`src/rtl/divider_pkg.sv`:
```
// -----------------------------------------------------------------------------
// divider_pkg
// Shared definitions for the sequential restoring divider:
//   - state_t    : controller states (IDLE, BUSY, DONE)
//   - DEF_WIDTH  : default operand/result width
//   - CNT_W      : iteration counter width for the default width
//   - cnt_width(): counter width for an arbitrary width
// -----------------------------------------------------------------------------
package divider_pkg;

    localparam int DEF_WIDTH = 8;
    localparam int CNT_W     = $clog2(DEF_WIDTH + 1);

    typedef enum logic [1:0] {
        IDLE = 2'd0,
        BUSY = 2'd1,
        DONE = 2'd2
    } state_t;

    // Counter must hold the values 0..width.
    function automatic int cnt_width(input int width);
        return $clog2(width + 1);
    endfunction

endpackage

```
`src/rtl/seq_divider_if.sv`:
```
// -----------------------------------------------------------------------------
// seq_divider_if
// Start/busy/done handshake bundle for the sequential divider.
//   start            request (driven by master)
//   A_in, B_in       dividend / divisor (driven by master)
//   Q, R             quotient / remainder (driven by slave)
//   busy, done       status / one-cycle result strobe (driven by slave)
//   div_zero         divisor was zero for the presented result
//   overflow         signed result not representable
// Modports: master (requester side), slave (divider side).
// -----------------------------------------------------------------------------
interface seq_divider_if #(
    parameter int WIDTH = 8
) ();

    logic             start;
    logic [WIDTH-1:0] A_in;
    logic [WIDTH-1:0] B_in;
    logic [WIDTH-1:0] Q;
    logic [WIDTH-1:0] R;
    logic             busy;
    logic             done;
    logic             div_zero;
    logic             overflow;

    modport master (
        output start, A_in, B_in,
        input  Q, R, busy, done, div_zero, overflow
    );

    modport slave (
        input  start, A_in, B_in,
        output Q, R, busy, done, div_zero, overflow
    );

endinterface

```
`src/rtl/div_sub_step.sv`:
```
// -----------------------------------------------------------------------------
// div_sub_step
// Combinational WIDTH+1-bit trial subtraction for one restoring-division step.
//   minuend     shifted partial remainder
//   subtrahend  zero-extended divisor
//   diff        minuend - subtrahend (WIDTH+1 bits)
//   non_neg     1 when the difference is non-negative (trial succeeds)
// -----------------------------------------------------------------------------
module div_sub_step #(
    parameter int WIDTH = 8
) (
    input  logic [WIDTH:0] minuend,
    input  logic [WIDTH:0] subtrahend,
    output logic [WIDTH:0] diff,
    output logic           non_neg
);

    // While the remainder stays below the divisor the shifted value is below
    // twice the divisor, so the top bit of the difference is a valid sign.
    assign diff    = minuend - subtrahend;
    assign non_neg = ~diff[WIDTH];

endmodule

```
`src/rtl/seq_divider.sv`:
```
// -----------------------------------------------------------------------------
// seq_divider
// Sequential restoring divider, one quotient bit per clock, WIDTH iterations.
// Ports:
//   clk   system clock, all state on the rising edge
//   rst   synchronous active-high reset (aborts any operation, clears outputs)
//   bus   seq_divider_if.slave: start/A_in/B_in in, Q/R/busy/done/div_zero/
//         overflow out (all outputs registered)
// Optional feature: define DIVIDER_SIGNED_EN for two's complement operands
// (truncating division, overflow flag for most-negative / -1). Without it the
// divider is unsigned and overflow is always 0.
// -----------------------------------------------------------------------------
module seq_divider
    import divider_pkg::*;
#(
    parameter int WIDTH = DEF_WIDTH
) (
    input  logic         clk,
    input  logic         rst,
    seq_divider_if.slave bus
);

    localparam int             CW   = cnt_width(WIDTH);
    localparam logic [CW-1:0]  LAST = CW'(WIDTH - 1);
    localparam logic [WIDTH-1:0] ONE      = {{(WIDTH-1){1'b0}}, 1'b1};
    localparam logic [WIDTH-1:0] MOST_NEG = {1'b1, {(WIDTH-1){1'b0}}};

    state_t           state_r;
    logic [CW-1:0]    cnt_r;
    logic [WIDTH:0]   rem_r;
    logic [WIDTH-1:0] dvd_r;      // dividend bits shifting out, quotient bits shifting in
    logic [WIDTH-1:0] dvs_r;
    logic [WIDTH-1:0] a_orig_r;   // dividend as presented, returned as R on divide by zero
    logic [WIDTH-1:0] q_r;
    logic [WIDTH-1:0] r_r;
    logic             busy_r;
    logic             done_r;
    logic             dz_r;
    logic             ov_r;
`ifdef DIVIDER_SIGNED_EN
    logic             a_neg_r;
    logic             b_neg_r;
`endif

    logic [WIDTH:0]   shifted_s;
    logic [WIDTH:0]   diff_s;
    logic             non_neg_s;
    logic [WIDTH:0]   rem_next_s;
    logic [WIDTH-1:0] quo_next_s;
    logic [WIDTH-1:0] res_q_s;
    logic [WIDTH-1:0] res_r_s;
    logic             res_dz_s;
    logic             res_ov_s;

    function automatic logic [WIDTH-1:0] negate(input logic [WIDTH-1:0] v);
        return (~v) + ONE;
    endfunction

`ifdef DIVIDER_SIGNED_EN
    // Most-negative value maps to itself, which is its correct unsigned magnitude.
    function automatic logic [WIDTH-1:0] magnitude(input logic [WIDTH-1:0] v);
        if (v[WIDTH-1]) begin
            return negate(v);
        end else begin
            return v;
        end
    endfunction
`endif

    // Shift next dividend bit into the partial remainder.
    assign shifted_s = (rem_r << 1) | {{WIDTH{1'b0}}, dvd_r[WIDTH-1]};

    div_sub_step #(.WIDTH(WIDTH)) u_step (
        .minuend    (shifted_s),
        .subtrahend ({1'b0, dvs_r}),
        .diff       (diff_s),
        .non_neg    (non_neg_s)
    );

    // Restore on failed trial, keep the difference on success.
    always_comb begin
        rem_next_s = shifted_s;
        if (non_neg_s) begin
            rem_next_s = diff_s;
        end else begin
            rem_next_s = shifted_s;
        end
        quo_next_s = {dvd_r[WIDTH-2:0], non_neg_s};
    end

    // Final result formation from the last iteration's values.
    always_comb begin
        res_q_s  = quo_next_s;
        res_r_s  = rem_next_s[WIDTH-1:0];
        res_ov_s = 1'b0;
        res_dz_s = (dvs_r == {WIDTH{1'b0}});
        if (res_dz_s) begin
            res_q_s = {WIDTH{1'b1}};
            res_r_s = a_orig_r;
        end else begin
`ifdef DIVIDER_SIGNED_EN
            if (a_neg_r ^ b_neg_r) begin
                res_q_s = negate(quo_next_s);
            end else begin
                res_q_s = quo_next_s;
            end
            if (a_neg_r) begin
                res_r_s = negate(rem_next_s[WIDTH-1:0]);
            end else begin
                res_r_s = rem_next_s[WIDTH-1:0];
            end
            // Only most-negative / -1 overflows; the core already yields MOST_NEG, R=0.
            res_ov_s = b_neg_r & (dvs_r == ONE) & (a_orig_r == MOST_NEG);
`else
            res_q_s  = quo_next_s;
            res_r_s  = rem_next_s[WIDTH-1:0];
            res_ov_s = 1'b0;
`endif
        end
    end

    // Controller FSM, iteration datapath and registered outputs.
    always_ff @(posedge clk) begin
        if (rst) begin
            state_r  <= IDLE;
            cnt_r    <= {CW{1'b0}};
            rem_r    <= {(WIDTH+1){1'b0}};
            dvd_r    <= {WIDTH{1'b0}};
            dvs_r    <= {WIDTH{1'b0}};
            a_orig_r <= {WIDTH{1'b0}};
            q_r      <= {WIDTH{1'b0}};
            r_r      <= {WIDTH{1'b0}};
            busy_r   <= 1'b0;
            done_r   <= 1'b0;
            dz_r     <= 1'b0;
            ov_r     <= 1'b0;
`ifdef DIVIDER_SIGNED_EN
            a_neg_r  <= 1'b0;
            b_neg_r  <= 1'b0;
`endif
        end else begin
            case (state_r)
                IDLE: begin
                    done_r <= 1'b0;
                    if (bus.start) begin
                        a_orig_r <= bus.A_in;
`ifdef DIVIDER_SIGNED_EN
                        dvd_r    <= magnitude(bus.A_in);
                        dvs_r    <= magnitude(bus.B_in);
                        a_neg_r  <= bus.A_in[WIDTH-1];
                        b_neg_r  <= bus.B_in[WIDTH-1];
`else
                        dvd_r    <= bus.A_in;
                        dvs_r    <= bus.B_in;
`endif
                        rem_r    <= {(WIDTH+1){1'b0}};
                        cnt_r    <= {CW{1'b0}};
                        busy_r   <= 1'b1;
                        state_r  <= BUSY;
                    end else begin
                        busy_r   <= 1'b0;
                        state_r  <= IDLE;
                    end
                end
                BUSY: begin
                    rem_r <= rem_next_s;
                    dvd_r <= quo_next_s;
                    cnt_r <= cnt_r + CW'(1);
                    if (cnt_r == LAST) begin
                        q_r     <= res_q_s;
                        r_r     <= res_r_s;
                        dz_r    <= res_dz_s;
                        ov_r    <= res_ov_s;
                        done_r  <= 1'b1;
                        state_r <= DONE;
                    end else begin
                        done_r  <= 1'b0;
                        state_r <= BUSY;
                    end
                end
                DONE: begin
                    done_r  <= 1'b0;
                    busy_r  <= 1'b0;
                    state_r <= IDLE;
                end
                default: begin
                    done_r  <= 1'b0;
                    busy_r  <= 1'b0;
                    state_r <= IDLE;
                end
            endcase
        end
    end

    assign bus.Q        = q_r;
    assign bus.R        = r_r;
    assign bus.busy     = busy_r;
    assign bus.done     = done_r;
    assign bus.div_zero = dz_r;
    assign bus.overflow = ov_r;

endmodule
```
`src/flat_wrapper.sv`:
```
// flat-port wrapper written by rule: the top's interface ports become plain ports
module seq_divider_flat import divider_pkg::*;
#(
    parameter int WIDTH = DEF_WIDTH
)
  (clk, rst, bus_start, bus_A_in, bus_B_in, bus_Q, bus_R, bus_busy, bus_done, bus_div_zero, bus_overflow);
  seq_divider_if #(.WIDTH(WIDTH)) bus_i ();
  input  logic clk;
  input  logic rst;
  input wire logic [$bits(bus_i.start)-1:0] bus_start;
  input wire logic [$bits(bus_i.A_in)-1:0] bus_A_in;
  input wire logic [$bits(bus_i.B_in)-1:0] bus_B_in;
  output wire logic [$bits(bus_i.Q)-1:0] bus_Q;
  output wire logic [$bits(bus_i.R)-1:0] bus_R;
  output wire logic [$bits(bus_i.busy)-1:0] bus_busy;
  output wire logic [$bits(bus_i.done)-1:0] bus_done;
  output wire logic [$bits(bus_i.div_zero)-1:0] bus_div_zero;
  output wire logic [$bits(bus_i.overflow)-1:0] bus_overflow;
  assign bus_i.start = bus_start;
  assign bus_i.A_in = bus_A_in;
  assign bus_i.B_in = bus_B_in;
  assign bus_Q = bus_i.Q;
  assign bus_R = bus_i.R;
  assign bus_busy = bus_i.busy;
  assign bus_done = bus_i.done;
  assign bus_div_zero = bus_i.div_zero;
  assign bus_overflow = bus_i.overflow;
  seq_divider #(.WIDTH(WIDTH)) u_core (.clk(clk), .rst(rst), .bus(bus_i));
endmodule
```
`config.mk`:
```
export PLATFORM = sky130hd
export DESIGN_NAME = seq_divider_flat
export DESIGN_NICKNAME = d
export VERILOG_FILES = /design/src/rtl/divider_pkg.sv /design/src/rtl/seq_divider_if.sv /design/src/rtl/div_sub_step.sv /design/src/rtl/seq_divider.sv /design/src/flat_wrapper.sv
export SDC_FILE = /design/constraint.sdc
export NUM_CORES = 1
export LEC_CHECK = 0
export CAP_MARGIN = 20
export CORE_UTILIZATION = 54
export DETAILED_ROUTE_END_ITERATION = 6
export HOLD_SLACK_MARGIN = 0.05
export PLACE_DENSITY = 0.8
export SKIP_CTS_REPAIR_TIMING = 1
export SLEW_MARGIN = 20
export SYNTH_ARGS = -nofsm -noshare
export SYNTH_HDL_FRONTEND = slang
export SYNTH_SLANG_ARGS = --single-unit
```
`constraint.sdc`:
```
create_clock -name clk -period 2.69 [get_ports clk]
set_clock_uncertainty 0.1 [all_clocks]
set_input_delay 0.538 -clock clk [delete_from_list [all_inputs] [get_ports clk]]
set_output_delay 0.538 -clock clk [all_outputs]
set_load 0.02 [all_outputs]
```
Word-level counts from Yosys, hierarchy flattened
Index checks and enable logic that the tools add are counted.
- multiplexer cells: 15
- reduce and logical (&&, ||, !) cells: 7
- equal/unequal tests: 3
- add/subtract/negate cells: 2
- bitwise logic cells: 3
- operator list (operator ; count):
    2-to-1 mux 8 bit ; 5
    case mux 8 bit (2 select lines) ; 2
    OR 9 x 1 -> 9 bit ; 1
    subtractor 9 x 8 -> 9 bit ; 1
    logical NOT 8 bit ; 1
    case mux 4 bit (2 select lines) ; 1
    AND reduction 2 bit ; 3
    adder 4 x 1 -> 4 bit, second input constant ; 1
    equality test 4 x 3 -> 1 bit, second input constant ; 1
    2-to-1 mux 4 bit ; 1
    case mux 2 bit (2 select lines) ; 1
    2-to-1 mux 1 bit ; 3
    equality test 2 x 1 -> 1 bit, second input constant ; 1
    logical NOT 2 bit ; 1
    2-to-1 mux 2 bit ; 1
    inequality test 2 bit, second input constant ; 1
    inverter 1 bit ; 2
    case mux 1 bit (2 select lines) ; 1
    nonzero test 2 bit ; 1
    OR reduction 2 bit ; 1
- register bits after elaboration: 57
- logic and storage cells: 41
- output and inout port bits: 20
- input port bits: 19

Longest topological paths before layout
- depth after elaboration: 4
- depth in mapped cells: 11
- depth with buffers taken out: 10

Hierarchy
From an unflattened synthesis, not the netlist that was laid out.
- cells, all modules: 342
- area, all modules: 2945.3 um^2
- modules (own cells, without submodules) (module ; sequential area each (um^2) ; area an instance (um^2) ; instances ; cells each):
    seq_divider ; 1141.1 ; 2526.2 ; 1 ; 279
    div_sub_step ; 0.0 ; 419.2 ; 1 ; 63

Least setup slack after synthesis
No wires, ideal clock.
- path kind: register -> register
- start: register u_core.dvd_r[7]
- end: register u_core.rem_r[5]
- cell stages (with the launch flop): 11
- data arrival time: 2.175 ns
- library setup time: 0.117 ns
- data required time: 2.473 ns
- setup slack: 0.298 ns
- period minus slack after synthesis: 2.392 ns
- path buffers: 0
- cell sequence: dfxtp_1 > inv_1 > ha_1 > inv_1 > fa_1 > a211oi_2 > o21ai_1 > a31oi_1 > xnor2_1 > mux2_2 > a22o_1
- word-level cells in the longest chain between the ends: 4
- ends and longest elaborated chain (item ; RTL line ; source):
    start, declared ; seq_divider.sv:31 ; logic [WIDTH-1:0] dvd_r;
    start signal, assigned ; seq_divider.sv:128 ; dvd_r <= {WIDTH{1'b0}};
    start signal, assigned ; seq_divider.sv:153 ; dvd_r <= bus.A_in;
    start signal, assigned ; seq_divider.sv:167 ; dvd_r <= quo_next_s;
    OR 9 x 1 -> 9 bit ; seq_divider.sv:71 ; assign shifted_s = (rem_r << 1) | {{WIDTH{1'b0}}, dvd_r[WIDTH-1]};
    subtractor 9 x 8 -> 9 bit ; div_sub_step.sv:20 ; assign diff = minuend - subtrahend;
    2-to-1 mux 8 bit ; seq_divider.sv:83 ; if (non_neg_s) begin
    case mux 8 bit (2 select lines) ; seq_divider.sv:142 ; case (state_r)
    end signal, assigned ; seq_divider.sv:127 ; rem_r <= {(WIDTH+1){1'b0}};
    end signal, assigned ; seq_divider.sv:156 ; rem_r <= {(WIDTH+1){1'b0}};
    end signal, assigned ; seq_divider.sv:166 ; rem_r <= rem_next_s;
    end, declared ; seq_divider.sv:30 ; logic [WIDTH:0] rem_r;
No other way between the ends.
A chain may end at the register's enable or synchronous reset.

Worst setup path in the final report
Ends and elaborated chain as after synthesis.

==> flow_metrics.env <==
export IMPL_yosysSeqAreaShare=0.431
export IMPL_max_stage_delay_ns=0.40
export IMPL_critPathBufInv=2
export IMPL_r2r_end="u_core.rem_r[5]"
export IMPL_period_share=0.983
export IMPL_tns_ns=0
export IMPL_hold_slack_ns=0.352
export IMPL_cellPowerDensity_nw_per_um2=687
export IMPL_grt_pass1_vias=2249
export IMPL_drt_wl_total_um=6770
export IMPL_worstRegToRegCells=10
export IMPL_clock_latency_ns=0.34
export IMPL_cp_start_kind="flip-flop"
export IMPL_area_growth_pct=28.7
export IMPL_ios=39
export IMPL_async_flop_share=0
export IMPL_cts_tree="yes"
export IMPL_cts_max_path_buffers=2
export IMPL_hold_viol=0
export IMPL_syn_cell_area_um2=2650
export IMPL_track_usage=0.269
export IMPL_leakage_nw=1.30
export IMPL_grt_pass1_wl_um=10600
export IMPL_worstPathCellList="inv_2 -> ha_4 -> inv_2 -> fa_2 -> a211oi_2 -> o21ai_1 -> a31oi_1 -> xnor2_1 -> mux2_2 -> a22o_1"
export IMPL_setup_viol=0
export IMPL_slew_viol_final=0
export IMPL_ant_nets=0
export IMPL_min_from="u_core.bus.busy"
export IMPL_n_antenna_cell=0
export IMPL_cp_top_family="compound AO/OA/AOI/OAI gates"
export IMPL_ys_top_cells_by_count="dfxtp_1 (57), nor2_1 (55), nand2_1 (45), a21oi_1 (30), nor3_1 (17)"
export IMPL_outcome="completed"
export IMPL_hold_path_class="reg -> reg"
export IMPL_synth_fp_nets=361
export IMPL_final_nets=404
export IMPL_crit_type="reg -> reg"
export IMPL_std_cell_rows=25
export IMPL_netlist_top_cells_area="dfxtp_1 (43%), nor2_1 (7.8%), nand2_1 (6.4%)"
export IMPL_fin_cells=447
export IMPL_drive_gt1_frac=0.132
export IMPL_rsz0062_at_grt="yes"
export IMPL_reg2reg_setup_slack_ns=0.05
export IMPL_cpMaxStageDelayCell="fa_2"
export IMPL_coreArea_um2=4720
export IMPL_r2r_start="u_core.dvd_r[7]"
export IMPL_synth_cell_types=46
export IMPL_clock_sinks=57
export IMPL_cts_buffers_inserted=9
export IMPL_holdPathEnd="u_core.bus.busy"
export IMPL_final_util=0.721
export IMPL_vdd_ir_drop_worst_v=0.000522
export IMPL_root_buffer="clkbuf_8"
export IMPL_synth_top_cell_by_area="dfxtp_1"
export IMPL_syn_inst=332
export IMPL_htree_levels=3
export IMPL_hold_depth=2
export IMPL_cap_violations=0
export IMPL_grt_max_degree=33
export IMPL_cp_required_ns=2.82
export IMPL_layout_min_cycle_time_ns=2.64
export IMPL_cts_clk_slew_worst_paths_ns=0.06
export IMPL_critPathMaxFanout=3
export IMPL_synth_edf_count=0
export IMPL_die_w_um=72.0
export IMPL_fmax_mhz=378
export IMPL_antenna_found_initial=0
export IMPL_dp_hpwl_um=4350
export IMPL_cp_arrival_ns=2.77
export IMPL_ys_warn_count=0
export IMPL_die_area_um2=5180
export IMPL_dr_pass1_iters=4
export IMPL_ys_flop_type="dfxtp_1"
export IMPL_post_place_cells=426
export IMPL_io_buffers=37
export IMPL_viasPerCell=5.49
export IMPL_ys_ff_latch=57
export IMPL_tightest_slew_ns=0.621
export IMPL_gr_total_overflow=0
export IMPL_drt_initial_drc_count=172
export IMPL_yosys_area_top_type_share=0.431
export IMPL_vias=2456
export IMPL_wl_per_cell_um=15.1
export IMPL_yosysMostFrequentCell="dfxtp_1"
export IMPL_gp_congestion=0.856
export IMPL_drc=0
export IMPL_chipHeight_um=72.0
export IMPL_crit_path_end_kind="flip-flop"
export IMPL_slew_limit_headroom=0.585
export IMPL_critPathMostFrequentCell="inv_2"
export IMPL_start_util=0.560
export IMPL_syn_avg_cell_area_um2=7.97
final cells by class:
type / count / area, µm²
clock buffers: 14 / 173
flip-flops and latches: 57 / 1140
repair buffers: 50 / 467
clock inverters: 2 / 35.0
inverters: 11 / 41.3
well taps: 67 / 83.8
fillers: 369 / 1320
multi-input cells: 246 / 1460
per-stage QoR:
step	total power [mW]	instance area, µm²	setup WS, ns
6_report	2.34	3400	0.0456
5_1_grt	2.44	3400	-0.0770
4_1_cts	2.22	3280	0.0299
3_5_place_dp	1.39	3070	0.0866
3_3_place_gp	1.38	3070	0.201
2_1_floorplan	1.28	2650	0.298
metal layers:
metal  part of all wire  global-route usage  routed length [µm]  vias to the layer above
met5                  0                   0                   0                        -
li1                   -                   -                   -                     1221
met3              0.040              0.0792                 269                       11
met1               0.44               0.350                3010                     1158
met2               0.50               0.427                3360                       66
met4              0.019              0.0959                 131                        0
how the worst max path moves through the flow:
stage	startpoint	end	slack, ns	cells after the start
2_1_floorplan	u_core.dvd_r[7]	u_core.rem_r[5]	0.30	10
3_3_place_gp	u_core.dvd_r[7]	u_core.rem_r[7]	0.20	11
3_5_place_dp	u_core.dvd_r[7]	u_core.rem_r[7]	0.09	11
4_1_cts	u_core.dvs_r[0]	u_core.bus.R[6]	0.03	10
5_1_grt	u_core.dvd_r[7]	u_core.bus.R[7]	-0.08	11
6_report	u_core.dvd_r[7]	u_core.rem_r[5]	0.05	10
kinds of logic after synthesis:
| kind of cell | synth area share |
|---|---|
| AO/OA/AOI/OAI | 0.190 |
| XOR/XNOR | 0.0232 |
| adder cells (fa/ha/maj) | 0.0501 |
| buffers and inverters | 0.0459 |
| flip-flops | 0.431 |
| multiplexers | 0.0289 |
| other | 0.00142 |
| AND/OR/NAND/NOR | 0.229 |
where the power goes:
group / leakage [nW] / internal [mW] / switching, mW
Clock: 0.107 / 0.503 / 0.333
Combinational: 0.729 / 0.285 / 0.295
Sequential: 0.465 / 0.886 / 0.0350
sequential cells by signal, summed over array words and instances, names as in the netlist:
name,flops
u_core.rem_r,8
u_core.bus.Q,8
u_core.state_r,2
u_core.cnt_r,4
u_core.dvd_r,8
u_core.bus.R,8
u_core.bus.done,1
u_core.a_orig_r,8
u_core.bus.busy,1
u_core.dvs_r,8
u_core.bus.div_zero,1
cells in the final DEF, fill, tap and decap left out, drive strengths merged, types with 2 or more instances in the layout:
cell type	Yosys	routed
a21o	2	2
buf	3	14
o21a	5	5
nand2b	2	2
o22ai	6	6
nor3	17	17
nor2	55	55
xnor2	4	4
a22oi	9	9
or2	4	4
o21ai	16	16
clkbuf	15	14
clkdlybuf4s50	0	36
nand2	45	45
a211oi	3	3
nor4	2	2
a21oi	30	30
xor2	3	3
dfxtp	57	57
mux2	2	2
inv	11	11
nor2b	10	10
mux2i	5	5
nand3b	2	2
ha	9	9
worst register-to-register path, stage by stage (launching register included):
cell and delay, ns:
dfxtp_2 0.32, inv_2 0.08, ha_4 0.14, inv_2 0.04, fa_2 0.40, a211oi_2 0.27, o21ai_1 0.11, a31oi_1 0.25
xnor2_1 0.23, mux2_2 0.40, a22o_1 0.20
(Power assumes the default switching activity.)
